[src/rtl/mem_arb_pkg.sv]
// Shared definitions for the Sigma memory-port arbiter: ownership state
// encoding, bus field widths and the default mailbox handoff addresses.
// The optional MEM_ARB_STATS_EN build adds no package content.
package mem_arb_pkg;

  localparam int ADDR_MSB = 15;
  localparam int ADDR_LSB = 31;
  localparam int DATA_MSB = 0;
  localparam int DATA_LSB = 31;

  typedef logic [ADDR_MSB:ADDR_LSB] addr_t;
  typedef logic [DATA_MSB:DATA_LSB] data_t;
  typedef logic [0:3]               wen_t;

  typedef enum logic [1:0] {
    CPU_OWN = 2'd0,
    TO_IOP  = 2'd1,
    IOP_OWN = 2'd2,
    TO_CPU  = 2'd3
  } arb_state_t;

  localparam addr_t DEFAULT_CPU_HANDOFF_ADDR = 17'h20;
  localparam addr_t DEFAULT_IOP_HANDOFF_ADDR = 17'h21;

endpackage

[src/rtl/mem_bus_arbiter_if.sv]
// Bundle of the CPU request, IOP request and Memory-side signals around the
// arbiter. The slave modport is the arbiter's view; master is the view of
// whatever drives the two requesters and observes the Memory side.
interface mem_bus_arbiter_if;
  import mem_arb_pkg::*;

  logic  cpu_req;
  addr_t cpu_address;
  wen_t  cpu_write_en;
  data_t cpu_data;

  logic  iop_req;
  addr_t iop_address;
  wen_t  iop_write_en;
  data_t iop_data;

  addr_t mem_address;
  wen_t  mem_write_en;
  data_t mem_data_in;

  logic  cpu_active;
  logic  iop_grant;
  logic  forced_return;

  modport slave (
    input  cpu_req, cpu_address, cpu_write_en, cpu_data,
    input  iop_req, iop_address, iop_write_en, iop_data,
    output mem_address, mem_write_en, mem_data_in,
    output cpu_active, iop_grant, forced_return
  );

  modport master (
    output cpu_req, cpu_address, cpu_write_en, cpu_data,
    output iop_req, iop_address, iop_write_en, iop_data,
    input  mem_address, mem_write_en, mem_data_in,
    input  cpu_active, iop_grant, forced_return
  );

endinterface

[src/rtl/mem_arb_hold_timer.sv]
// Saturating 16-bit hold counter. Counts while enabled, clears on demand,
// and flags when it sits at MAX_HOLD-1 so the owner can be evicted.
module mem_arb_hold_timer #(
  parameter int unsigned MAX_HOLD = 64
) (
  input  logic clock,
  input  logic reset,
  input  logic clear,
  input  logic enable,
  output logic terminal
);

  localparam logic [15:0] TERMINAL_COUNT = 16'(MAX_HOLD - 1);

  logic [15:0] hold_cnt;

  // Count up while enabled, holding at all-ones instead of wrapping.
  always_ff @(posedge clock or posedge reset) begin
    if (reset) begin
      hold_cnt <= '0;
    end else if (clear) begin
      hold_cnt <= '0;
    end else if (enable && (hold_cnt != 16'hFFFF)) begin
      hold_cnt <= hold_cnt + 16'd1;
    end
  end

  assign terminal = (hold_cnt == TERMINAL_COUNT);

endmodule

[src/rtl/mem_bus_arbiter.sv]
// Ownership arbiter for the shared Sigma memory port between CPU and IOP.
// Ownership moves on a mailbox write, an idle/request condition or an IOP
// hold-limit timeout, with a one-cycle turnaround state in each direction.
// Define MEM_ARB_STATS_EN to add the cpu_cycles/iop_cycles/handoff_count
// statistics outputs.
module mem_bus_arbiter
  import mem_arb_pkg::*;
#(
  parameter addr_t       CPU_HANDOFF_ADDR = DEFAULT_CPU_HANDOFF_ADDR,
  parameter addr_t       IOP_HANDOFF_ADDR = DEFAULT_IOP_HANDOFF_ADDR,
  parameter int unsigned MAX_HOLD         = 64
) (
  input  logic             clock,
  input  logic             reset,
  mem_bus_arbiter_if.slave bus
`ifdef MEM_ARB_STATS_EN
  ,
  output logic [0:31]      cpu_cycles,
  output logic [0:31]      iop_cycles,
  output logic [0:15]      handoff_count
`endif
);

  arb_state_t state;
  arb_state_t next_state;

  addr_t mem_address;
  wen_t  mem_write_en;
  data_t mem_data_in;
  logic  cpu_active;
  logic  iop_grant;
  logic  forced_return;

  logic  cpu_mailbox;
  logic  iop_mailbox;
  logic  hold_terminal;
  logic  hold_clear;
  logic  hold_enable;

  assign cpu_mailbox = (bus.cpu_address == CPU_HANDOFF_ADDR) && bus.cpu_write_en[0];
  assign iop_mailbox = (bus.iop_address == IOP_HANDOFF_ADDR) && bus.iop_write_en[0];

  // The hold count only runs in IOP_OWN while the CPU is waiting.
  assign hold_enable = (state == IOP_OWN) && bus.cpu_req;
  assign hold_clear  = (state != IOP_OWN) || !bus.cpu_req;

  mem_arb_hold_timer #(
    .MAX_HOLD (MAX_HOLD)
  ) u_hold_timer (
    .clock    (clock),
    .reset    (reset),
    .clear    (hold_clear),
    .enable   (hold_enable),
    .terminal (hold_terminal)
  );

  // Ownership state register; reset hands the bus straight back to the CPU.
  always_ff @(posedge clock or posedge reset) begin
    if (reset) begin
      state <= CPU_OWN;
    end else begin
      state <= next_state;
    end
  end

  // Next-state decode plus the bus mux; the mailbox beats the timeout.
  always_comb begin
    next_state    = state;
    mem_address   = bus.cpu_address;
    mem_write_en  = bus.cpu_write_en;
    mem_data_in   = bus.cpu_data;
    cpu_active    = 1'b0;
    iop_grant     = 1'b0;
    forced_return = 1'b0;
    case (state)
      CPU_OWN: begin
        cpu_active = 1'b1;
        if (cpu_mailbox || (bus.iop_req && !bus.cpu_req)) begin
          next_state = TO_IOP;
        end
      end
      TO_IOP: begin
        mem_address  = bus.iop_address;
        mem_write_en = 4'b0000;
        mem_data_in  = bus.iop_data;
        next_state   = IOP_OWN;
      end
      IOP_OWN: begin
        mem_address  = bus.iop_address;
        mem_write_en = bus.iop_write_en;
        mem_data_in  = bus.iop_data;
        iop_grant    = 1'b1;
        if (iop_mailbox) begin
          next_state = TO_CPU;
        end else if (bus.cpu_req && hold_terminal) begin
          next_state    = TO_CPU;
          forced_return = 1'b1;
        end else if (!bus.iop_req) begin
          next_state = TO_CPU;
        end
      end
      TO_CPU: begin
        mem_write_en = 4'b0000;
        next_state   = CPU_OWN;
      end
      default: begin
        next_state = CPU_OWN;
      end
    endcase
  end

  assign bus.mem_address   = mem_address;
  assign bus.mem_write_en  = mem_write_en;
  assign bus.mem_data_in   = mem_data_in;
  assign bus.cpu_active    = cpu_active;
  assign bus.iop_grant     = iop_grant;
  assign bus.forced_return = forced_return;

`ifdef MEM_ARB_STATS_EN
  logic handoff_entry;
  assign handoff_entry = (next_state == TO_IOP) || (next_state == TO_CPU);

  // Saturating occupancy and handoff statistics.
  always_ff @(posedge clock or posedge reset) begin
    if (reset) begin
      cpu_cycles    <= '0;
      iop_cycles    <= '0;
      handoff_count <= '0;
    end else begin
      if ((state == CPU_OWN) && (cpu_cycles != 32'hFFFF_FFFF)) begin
        cpu_cycles <= cpu_cycles + 32'd1;
      end
      if ((state == IOP_OWN) && (iop_cycles != 32'hFFFF_FFFF)) begin
        iop_cycles <= iop_cycles + 32'd1;
      end
      if (handoff_entry && (handoff_count != 16'hFFFF)) begin
        handoff_count <= handoff_count + 16'd1;
      end
    end
  end
`else
  // Statistics counters are absent; ownership behaviour is unchanged.
`endif

endmodule
[src/flat_wrapper.sv]
// flat-port wrapper written by rule: the top's interface ports become plain ports
module mem_bus_arbiter_flat import mem_arb_pkg::*;
#(
  parameter addr_t       CPU_HANDOFF_ADDR = DEFAULT_CPU_HANDOFF_ADDR,
  parameter addr_t       IOP_HANDOFF_ADDR = DEFAULT_IOP_HANDOFF_ADDR,
  parameter int unsigned MAX_HOLD         = 64
)
  (clock, reset, bus_cpu_req, bus_cpu_address, bus_cpu_write_en, bus_cpu_data, bus_iop_req, bus_iop_address, bus_iop_write_en, bus_iop_data, bus_mem_address, bus_mem_write_en, bus_mem_data_in, bus_cpu_active, bus_iop_grant, bus_forced_return);
  mem_bus_arbiter_if bus_i ();
  input  logic clock;
  input  logic reset;
  input wire logic [$bits(bus_i.cpu_req)-1:0] bus_cpu_req;
  input wire logic [$bits(bus_i.cpu_address)-1:0] bus_cpu_address;
  input wire logic [$bits(bus_i.cpu_write_en)-1:0] bus_cpu_write_en;
  input wire logic [$bits(bus_i.cpu_data)-1:0] bus_cpu_data;
  input wire logic [$bits(bus_i.iop_req)-1:0] bus_iop_req;
  input wire logic [$bits(bus_i.iop_address)-1:0] bus_iop_address;
  input wire logic [$bits(bus_i.iop_write_en)-1:0] bus_iop_write_en;
  input wire logic [$bits(bus_i.iop_data)-1:0] bus_iop_data;
  output wire logic [$bits(bus_i.mem_address)-1:0] bus_mem_address;
  output wire logic [$bits(bus_i.mem_write_en)-1:0] bus_mem_write_en;
  output wire logic [$bits(bus_i.mem_data_in)-1:0] bus_mem_data_in;
  output wire logic [$bits(bus_i.cpu_active)-1:0] bus_cpu_active;
  output wire logic [$bits(bus_i.iop_grant)-1:0] bus_iop_grant;
  output wire logic [$bits(bus_i.forced_return)-1:0] bus_forced_return;
  assign bus_i.cpu_req = bus_cpu_req;
  assign bus_i.cpu_address = bus_cpu_address;
  assign bus_i.cpu_write_en = bus_cpu_write_en;
  assign bus_i.cpu_data = bus_cpu_data;
  assign bus_i.iop_req = bus_iop_req;
  assign bus_i.iop_address = bus_iop_address;
  assign bus_i.iop_write_en = bus_iop_write_en;
  assign bus_i.iop_data = bus_iop_data;
  assign bus_mem_address = bus_i.mem_address;
  assign bus_mem_write_en = bus_i.mem_write_en;
  assign bus_mem_data_in = bus_i.mem_data_in;
  assign bus_cpu_active = bus_i.cpu_active;
  assign bus_iop_grant = bus_i.iop_grant;
  assign bus_forced_return = bus_i.forced_return;
  mem_bus_arbiter #(.CPU_HANDOFF_ADDR(CPU_HANDOFF_ADDR), .IOP_HANDOFF_ADDR(IOP_HANDOFF_ADDR), .MAX_HOLD(MAX_HOLD)) u_core (.clock(clock), .reset(reset), .bus(bus_i));
endmodule
[config.mk]
export PLATFORM = sky130hd
export DESIGN_NAME = mem_bus_arbiter_flat
export DESIGN_NICKNAME = d
export VERILOG_FILES = /design/src/rtl/mem_arb_pkg.sv /design/src/rtl/mem_bus_arbiter_if.sv /design/src/rtl/mem_arb_hold_timer.sv /design/src/rtl/mem_bus_arbiter.sv /design/src/flat_wrapper.sv
export SDC_FILE = /design/constraint.sdc
export NUM_CORES = 1
export LEC_CHECK = 0
export CELL_PAD_IN_SITES_DETAIL_PLACEMENT = 0
export CELL_PAD_IN_SITES_GLOBAL_PLACEMENT = 2
export CORE_UTILIZATION = 16
export DETAILED_ROUTE_END_ITERATION = 6
export GPL_TIMING_DRIVEN = 0
export PLACE_DENSITY = 0.9
export SLEW_MARGIN = 40
export SYNTH_ARGS = -nofsm -noshare
export SYNTH_HDL_FRONTEND = slang
export SYNTH_HIERARCHICAL = 1
export SYNTH_SLANG_ARGS = --single-unit
[constraint.sdc]
create_clock -name clock -period 2.3 [get_ports clock]
set_input_delay 0.46 -clock clock [delete_from_list [all_inputs] [get_ports clock]]
set_output_delay 0.46 -clock clock [all_outputs]
set_load 0.01 [all_outputs]
==> impl_metrics.env, run 1 <==
export IMPL_initial_core_util_pct=16.4
export IMPL_grt_total_usage_pct=13.4
export IMPL_syn_cell_area_um2=1870
export IMPL_final_cells=527
export IMPL_status="completed"
export IMPL_worstMarginPinSlew_ns=0.816
export IMPL_wl_met3_um=897
export IMPL_area_delta_synth_final_pct=107
export IMPL_worstSetupStartpointType="register"
export IMPL_dr_total_vias=2349
export IMPL_fin_crit_ns=2.26
export IMPL_core_rowCount=39
export IMPL_synth_cells=201
export IMPL_end_kind="primary output"
export IMPL_clk_path_buf_depth=2
export IMPL_routed_wl_um=8390
export IMPL_p_seq_share_pct=9.4
export IMPL_grt_overflow=0
export IMPL_clock_sinks=18
export IMPL_cp_data_required_time_ns=1.84
export IMPL_hold_class="input port to asynchronous set/reset pin"
export IMPL_antenna_cells=0
export IMPL_crit_arrival_ns=1.80
export IMPL_ys_seq_area_share_pct=24.1
export IMPL_dp_cells=509
export IMPL_fin_crit_sh_pct=98.3
export IMPL_clkPwrFrac_pct=10.4
export IMPL_cts_tree="built"
export IMPL_die_h_um=110
export IMPL_crit_family="buffers and inverters"
export IMPL_drc=0
export IMPL_grt_pass1_vias=2374
export IMPL_p_leak_uw=0.00158
export IMPL_ys_ff_latch=18
export IMPL_crit_slowest_cell="dfrtp_1"
export IMPL_ys_types=47
export IMPL_tns_ns=0
export IMPL_coreArea_um2=11400
export IMPL_fp_dieW_um=110
export IMPL_clk_pin_slew_ns=0.05
export IMPL_synth_edff_count=0
export IMPL_swShare_pct=39.6
export IMPL_drtIter0Drc=63
export IMPL_critPathBufInv=4
export IMPL_async_flop_share_pct=100
export IMPL_grt_max_degree=17
export IMPL_viasPerCell=4.46
export IMPL_setup_viol=0
export IMPL_drv_cap=0
export IMPL_routedWlPerCell_um=15.9
export IMPL_place_gp_congestion=0.781
export IMPL_switchingPower_uw=1490
export IMPL_max_vdd_ir_drop_v=0.000691
export IMPL_synth_top_area_share_pct=29.5
export IMPL_combPwrFrac_pct=80.2
export IMPL_power_density_nw_per_um2=972
export IMPL_slew_violations=0
export IMPL_cts_made_buffers=3
export IMPL_port_buffers=165
export IMPL_worstSkewPairLatency_ns=0.25
export IMPL_crit_path_max_incr_delay_ns=0.38
export IMPL_max_freq_mhz=442
export IMPL_dp_hpwl_um=7200
export IMPL_grt_pass1_wl_um=12300
export IMPL_slew_headroom_pct=45.2
export IMPL_synth_net_count=314
export IMPL_pin_count=166
export IMPL_cp_max_fo=10
export IMPL_hold_viol=0
export IMPL_total_power_uw=3760
export IMPL_yosys_top_cells_area="mux2_1 (30%), dfrtp_1 (24%), nor4_1 (3.0%), a21oi_1 (2.9%), nand2_1 (2.4%)"
export IMPL_nNetsFinal=498
export IMPL_synth_warnings=6
export IMPL_final_util_pct=33.9
export IMPL_avgSynthCellArea_um2=9.29
export IMPL_clock_skew_ns=0.00132
export IMPL_dr_wl_met2_um=4480
export IMPL_cts_hold_fix_buffers=0
export IMPL_crit_chain="inv_2, ha_4, buf_4, buf_8, mux2_1, clkdlybuf4s15_1"
export IMPL_ctsHtreeMaxLevel=1
export IMPL_rsz0062_at_grt="yes"
export IMPL_critPathKind="register to primary output"
export IMPL_antenna_found_initial=1
export IMPL_highest_layer="met5"
export IMPL_p_int_uw=2270
export IMPL_drive_gt1_share_pct=24.2
export IMPL_wl_met1_um=2920
export IMPL_drt_antenna_violating_nets=0
export IMPL_finalHoldWorstSlack_ns=0.382
export IMPL_die_area_um2=12100
export IMPL_ys_flop_type="dfrtp_1"
export IMPL_root_buffer="clkbuf_16"
export IMPL_first_pass_iters=4
export IMPL_yosys_area_top_type="mux2_1"
[power by group through the flow]
stage	Clock (uW)	Sequential, uW	Combinational (uW)
2_1_floorplan	0	353	1390
3_3_place_gp	0	355	2920
3_5_place_dp	0	356	2920
4_1_cts	401	353	2980
5_1_grt	411	354	3210
6_report	391	353	3020
[kinds of logic (layout without fill, tap and decap cells)]
family / after synthesis / in the layout / share of synthesized area, %
DFF: 18 / 18 / 24.1
buffers and inverters: 20 / 203 / 5.16
muxes: 53 / 53 / 32.1
AOI/OAI and AO/OA: 32 / 32 / 11.7
and+or+nand+nor: 75 / 75 / 25.0
adders and majority gates: 3 / 3 / 2.01
[per-layer routing]
layer / GRT usage, % / up-vias
li1: - / 1143
met5: 0 / -
met2: 24.9 / 99
met1: 13.4 / 1094
met4: 2.48 / 2
met3: 6.76 / 11
[per-stage QoR]
stage | cell area, um2 | setup slack (ns)
after floorplan | 1870 | 0.140
after global placement | 3700 | -0.489
after detailed placement | 3700 | -0.492
after CTS | 3860 | -0.112
after global routing | 3870 | -0.0238
final | 3870 | 0.0388
[cells in the final DEF, fill, tap and decap left out, types with 2 or more instances in the layout]
cell	instances
clkdlybuf4s15_1	4
a22o_1	3
dlygate4sd2_1	10
or3_1	2
mux2_2	2
a211oi_1	2
nor4b_1	2
nor4_1	9
or4_4	2
mux2_4	4
nand2b_1	2
clkbuf_16	3
buf_8	6
or4_1	3
buf_2	9
nand2_1	11
dlymetal6s2s_1	3
o21ai_0	4
buf_6	3
and3_1	3
o31ai_1	3
nor2_1	10
mux2_1	46
buf_4	15
a41oi_1	2
nand4_1	6
ha_4	3
clkbuf_2	25
nor3_1	4
dfrtp_2	2
nand3_1	5
a21oi_1	11
clkdlybuf4s50_1	112
inv_2	3
inv_1	7
dfrtp_1	16
nor2b_1	3
[Yosys cell counts (2+ instances only)]
cell type	instances
nand4_1	6
inv_1	10
nand2b_1	2
or3_1	2
nand3_1	6
nor4b_1	3
nand2_1	12
mux2_2	2
nor2_1	11
nor4_1	9
a21oi_1	11
a211oi_1	2
mux2_1	49
o31ai_1	3
and3_1	3
a22o_1	3
o21ai_0	4
or4_4	2
dfrtp_1	18
nor3_1	4
nor2b_1	4
ha_1	3
buf_1	5
a41oi_1	2
or4_1	3
[final timing paths]
path	startpoint	endpoint	slack (ns)	cells past startpoint
setup / recovery	u_core/state[0]	bus_mem_address[10]	0.04	6
hold / removal	reset	u_core/state[0]	0.38	2
setup reg to reg	u_core/state[0]	u_core/u_hold_timer/hold_cnt[15]	0.13	9
hold reg to reg	u_core/u_hold_timer/hold_cnt[14]	u_core/u_hold_timer/hold_cnt[14]	0.54	1
max in group asynchronous	reset	u_core/u_hold_timer/hold_cnt[2]	1.22	2
min in group clock	u_core/u_hold_timer/hold_cnt[14]	u_core/u_hold_timer/hold_cnt[14]	0.54	1
[flip-flops by register name, indices dropped and copies added (netlist names)]
register,count
u_core/state,2
u_core/u_hold_timer/hold_cnt,16
[worst register-to-register path: cells and delay by family, from the launching register on]
kind                     cells  cell delay (ns)
AO/OA/AOI/OAI                1             0.16
adder cells (fa/ha/maj)      1             0.18
buffers and inverters        3             0.39
flip-flops                   1             0.38
AND/OR/NAND/NOR              4             0.99
[cell type report]
cell class                      instances  area, um2
Tap cell                              143        179
Inverter                               10       37.5
Sequential cell                        18        453
Fill cell                            1213       7550
Multi-Input combinational cell        163       1400
Timing Repair Buffer                  181       1610
Clock buffer                            4       88.8
Buffer                                  8       98.8
[timing repair]
item / CTS / global route
pin swaps: 6 / 4
setup buffers: 8 / 8
resized for setup: 119 / 69
endpoints found under the setup margin: 56 / 30
No activity file was read; power rests on OpenSTA's default activity.
==> run 2: changes to the inputs <==
Settings changed: CAP_MARGIN from default to 40, CORE_UTILIZATION 16 to 17, PLACE_DENSITY 0.9 to 0.94.
Clock period 2.3 ns to 2.8 ns, I/O delays scaled along.
==> impl_metrics.env, run 2 (synthesis results as in run 1) <==
export IMPL_status="completed"
export IMPL_cts_hold_fix_buffers=0
export IMPL_end_kind="primary output"
export IMPL_die_h_um=107
export IMPL_cp_max_fo=10
export IMPL_cp_data_required_time_ns=2.24
export IMPL_slew_headroom_pct=56.8
export IMPL_regMostFlops="u_core/u_hold_timer/hold_cnt"
export IMPL_grt_total_usage_pct=15.4
export IMPL_antenna_found_initial=1
export IMPL_routedWlPerCell_um=17.5
export IMPL_grt_pass1_vias=2372
export IMPL_routed_wl_um=8870
export IMPL_fp_dieW_um=107
export IMPL_drtIter0Drc=66
export IMPL_p_leak_uw=0.00148
export IMPL_max_freq_mhz=365
export IMPL_power_density_nw_per_um2=793
export IMPL_finalHoldWorstSlack_ns=0.482
export IMPL_fin_crit_sh_pct=97.9
export IMPL_area_delta_synth_final_pct=103
export IMPL_clk_path_buf_depth=2
export IMPL_num_fill_cells=1083
export IMPL_hold_class="input port to asynchronous set/reset pin"
export IMPL_drc=0
export IMPL_layout_common_cells="clkdlybuf4s50_1 (155), mux2_1 (49), dfrtp_1 (18)"
export IMPL_drive_gt1_share_pct=7.59
export IMPL_rsz0062_at_grt="no"
export IMPL_setup_viol=0
export IMPL_first_pass_iters=4
export IMPL_max_vdd_ir_drop_v=0.000483
export IMPL_total_power_uw=3010
export IMPL_postPlaceCellArea_um2=3690
export IMPL_grt_pass1_wl_um=13200
export IMPL_timing_rr_start="u_core/state[0]"
export IMPL_fin_crit_ns=2.74
export IMPL_largest_reg_flops=16
export IMPL_rrSetupSlack_ns=0.39
export IMPL_grt_max_degree=17
export IMPL_viasPerCell=4.47
export IMPL_slew_violations=0
export IMPL_worstSkewPairLatency_ns=0.25
export IMPL_final_util_pct=36.1
export IMPL_cts_made_buffers=3
export IMPL_clock_sinks=18
export IMPL_initial_core_util_pct=17.8
export IMPL_clk_pin_slew_ns=0.07
export IMPL_cts_tree="built"
export IMPL_port_buffers=165
export IMPL_crit_arrival_ns=2.18
export IMPL_worstSetupStartpointType="register"
export IMPL_root_buffer="clkbuf_8"
export IMPL_largestRegisters="u_core/u_hold_timer/hold_cnt: 16 flops, u_core/state: 2 flops"
export IMPL_worstMarginPinSlew_ns=0.647
export IMPL_hold_viol=0
export IMPL_coreArea_um2=10500
export IMPL_drv_cap=0
export IMPL_grt_overflow=0
export IMPL_rr_worst_depth=9
export IMPL_core_rowCount=37
export IMPL_layout_commonest_cell="clkdlybuf4s50_1"
export IMPL_r2r_end="u_core/u_hold_timer/hold_cnt[15]"
export IMPL_nNetsFinal=483
export IMPL_ctsHtreeMaxLevel=1
export IMPL_fin_area_um2=3790
export IMPL_dr_total_vias=2263
export IMPL_dp_hpwl_um=7950
export IMPL_critPathKind="register to primary output"
export IMPL_pin_count=166
export IMPL_place_gp_congestion=0.859
export IMPL_drt_antenna_violating_nets=0
export IMPL_die_area_um2=11400
export IMPL_clock_skew_ns=0.00169
## run 2: cell count changes in the layout (fill, tap and decap cells not counted), moves of 4 or more
| cell | change |
|---|---|
| buf_2 | -8 |
| clkdlybuf4s15_1 | -4 |
| buf_8 | -5 |
| clkbuf_2 | -24 |
| dlygate4sd2_1 | -7 |
| buf_4 | -11 |
| clkdlybuf4s50_1 | +43 |
## run 2: layout make-up
| cell class | instances | area [um2] | share of cell area [%] |
|---|---|---|---|
| tap | 136 | 170 | 4.49 |
| sequential | 18 | 450 | 11.9 |
| inverter | 10 | 37.5 | 0.990 |
| timing repair buffer | 165 | 1660 | 43.7 |
| antenna | 1 | 2.50 | 0.0660 |
| multi-input combinational | 163 | 1340 | 35.2 |
| buffer | 9 | 81.3 | 2.15 |
| clock buffer | 4 | 55.1 | 1.45 |
## run 2: report_power, final
part           switching, uW  leakage, uW  internal (uW)
clock                   87.8    0.0000288            125
combinational           1090      0.00120           1410
sequential              10.9     0.000247            278
## run 2: timing repair
item / CTS / global route
gates resized for setup: 14 / 14
cloned: 0 / 0
setup buffers: 0 / 0
endpoints found under the setup margin: 50 / 34
## run 2: critical path, cell delays in order, from the launching register on
cell and delay [ns]:
dfrtp_1 0.39, inv_1 0.06, ha_2 0.40, buf_6 0.18, mux2_1 0.38, clkdlybuf4s50_1 0.51
## run 2: routing by layer
metal | GRT usage [%] | up-vias | part of all wire, %
li1 | - | 1111 | -
met1 | 15.8 | 1043 | 36
met2 | 28.9 | 95 | 52
met3 | 6.32 | 12 | 9.1
met4 | 3.82 | 2 | 2.6
met5 | 0 | - | 0.10
## run 2: how the worst max path moves through the flow
stage | startpoint | to
4_1_cts | u_core/state[1] | bus_mem_address[5]
2_1_floorplan | u_core/state[0] | u_core/u_hold_timer/hold_cnt[15]
3_5_place_dp | u_core/state[1] | bus_mem_address[5]
6_report | u_core/state[1] | bus_mem_data_in[10]
3_3_place_gp | bus_iop_address[15] | bus_forced_return
5_1_grt | u_core/state[1] | bus_mem_data_in[25]
## run 2: per-stage QoR
| step | cells | TNS, ns | setup slack, ns |
|---|---|---|---|
| after floorplan | 201 | 0 | 0.640 |
| after global placement | 502 | -1.02 | -0.108 |
| after detailed placement | 502 | -1.90 | -0.121 |
| after CTS | 505 | -0.0580 | -0.0249 |
| after global routing | 505 | 0 | 0.00407 |
| final | 506 | 0 | 0.0595 |
==> RTL change, RTL diff (flow settings as in run 1) <==
`DATA_LSB`: 31 -> 62.
--- a/src/rtl/mem_arb_pkg.sv
+++ b/src/rtl/mem_arb_pkg.sv
@@ -6,7 +6,7 @@
   localparam int ADDR_MSB = 15;
   localparam int ADDR_LSB = 31;
   localparam int DATA_MSB = 0;
-  localparam int DATA_LSB = 31;
+  localparam int DATA_LSB = 62;
 
   typedef logic [ADDR_MSB:ADDR_LSB] addr_t;
   typedef logic [DATA_MSB:DATA_LSB] data_t;
Ports: changed (resized bus_cpu_data, bus_iop_data and bus_mem_data_in); port bits go from 166 to 259. No check against the original RTL was run, so the function may have changed too.
==> RTL change against run 1 <==
The run now ends with negative setup slack left; via count grew 35%; clock skew grew 0.0011 ns; cell count grew 33%; setup slack lost 0.12 ns; area after synthesis grew 20%; sequential cell count is the same; wire length grew 77%; synthesized cell count grew 17%; sequential share of layout area shrank 4.1 points; final area grew 53%; critical endpoint is now bus_mem_data_in[61].
Power is not compared: it rests on default switching activity, and its combinational part moved more than twofold at a synthesized area within 25%.
==> RTL change: results <==
{
  "clk_share": 0.0127,
  "crit_fanout": 4,
  "finalWeightedCongestion": 0.960,
  "fin_cells": 703,
  "nonClockBufferCount": 301,
  "port_buffers": 258,
  "use_met3": 0.0490,
  "dr_wl_met2_mm": 8.02,
  "fin_skew_ns": 0.00244,
  "routed_wl_mm": 14.9,
  "multiInputGateArea_um2": 1980,
  "n_fill_cell": 1332,
  "setup_viol_count_final": 27,
  "grt_pass1_wl_mm": 20.4,
  "tns_ns": -1.73,
  "cts_resized": 442,
  "syn_inst": 235,
  "met1_usage": 0.197,
  "post-place-ws_ns": -0.835,
  "placed_cells_incl_taps": 669,
  "syn_nets": 410,
  "via_per_inst": 4.52,
  "dp_hpwl_mm": 12.3,
  "synthTopCellsByArea": "mux2_1, dfrtp_1, nor4_1, a21oi_1, nand2_1",
  "dr.max_layer_used": "met4",
  "met3_length_mm": 1.03,
  "grt_pass1_vias": 3352,
  "postCtsSetupBuffers": 26,
  "status": "finished with violations",
  "drive_gt1_frac": 0.407,
  "tightestPinTransition_ns": 0.679,
  "ys_types": 46,
  "violations": "negative setup slack",
  "synth_commonest_cells": "mux2_1, dfrtp_1, nand2_1, a21oi_1, nor2_1",
  "num-multi-input-gates": 194,
  "setup_ws_ns": -0.0840,
  "dpl_cell_area_um2": 5040,
  "seq_share": 0.0763,
  "n_clock_buffer": 3
}
RTL change: cell types whose count changed after synthesis, sizes merged:
cell and change:
buf -1, clkbuf +4, mux2 +31
RTL change: report_power, final:
group | internal (mW) | leakage, nW | switching (mW)
Clock | 0.229 | 0.0370 | 0.118
Sequential | 0.339 | 0.247 | 0.0135
Combinational | 4.59 | 2.29 | 2.89
Total | 5.16 | 2.58 | 3.02
RTL change: kinds of logic (layout without fill, tap and decap cells):
| group | count (synthesis) | count (layout) | share of synthesized area |
|---|---|---|---|
| adder cells (fa/ha/maj) | 3 | 3 | 0.0168 |
| multiplexers | 84 | 84 | 0.425 |
| AND/OR/NAND/NOR | 75 | 75 | 0.209 |
| other | 0 | 1 | 0 |
| flip-flops | 18 | 18 | 0.202 |
| buffers and inverters | 23 | 314 | 0.0504 |
| AO/OA/AOI/OAI | 32 | 32 | 0.0975 |
RTL change: final timing paths:
path | startpoint | endpoint | slack, ns | cells past startpoint
max | u_core/state[0]$_DFFE_PP0P_ | bus_mem_data_in[61] | -0.08 | 8
min | reset | u_core/state[1]$_DFFE_PP0P_ | 0.48 | 2
max reg2reg | u_core/state[0]$_DFFE_PP0P_ | u_core/u_hold_timer/hold_cnt[15]$_DFFE_PP0P_ | 0.12 | 9
min reg2reg | u_core/u_hold_timer/hold_cnt[14]$_DFFE_PP0P_ | u_core/u_hold_timer/hold_cnt[14]$_DFFE_PP0P_ | 0.56 | 1
max in group asynchronous | reset | u_core/u_hold_timer/hold_cnt[14]$_DFFE_PP0P_ | 1.13 | 2
min in group clock | u_core/u_hold_timer/hold_cnt[14]$_DFFE_PP0P_ | u_core/u_hold_timer/hold_cnt[14]$_DFFE_PP0P_ | 0.56 | 1
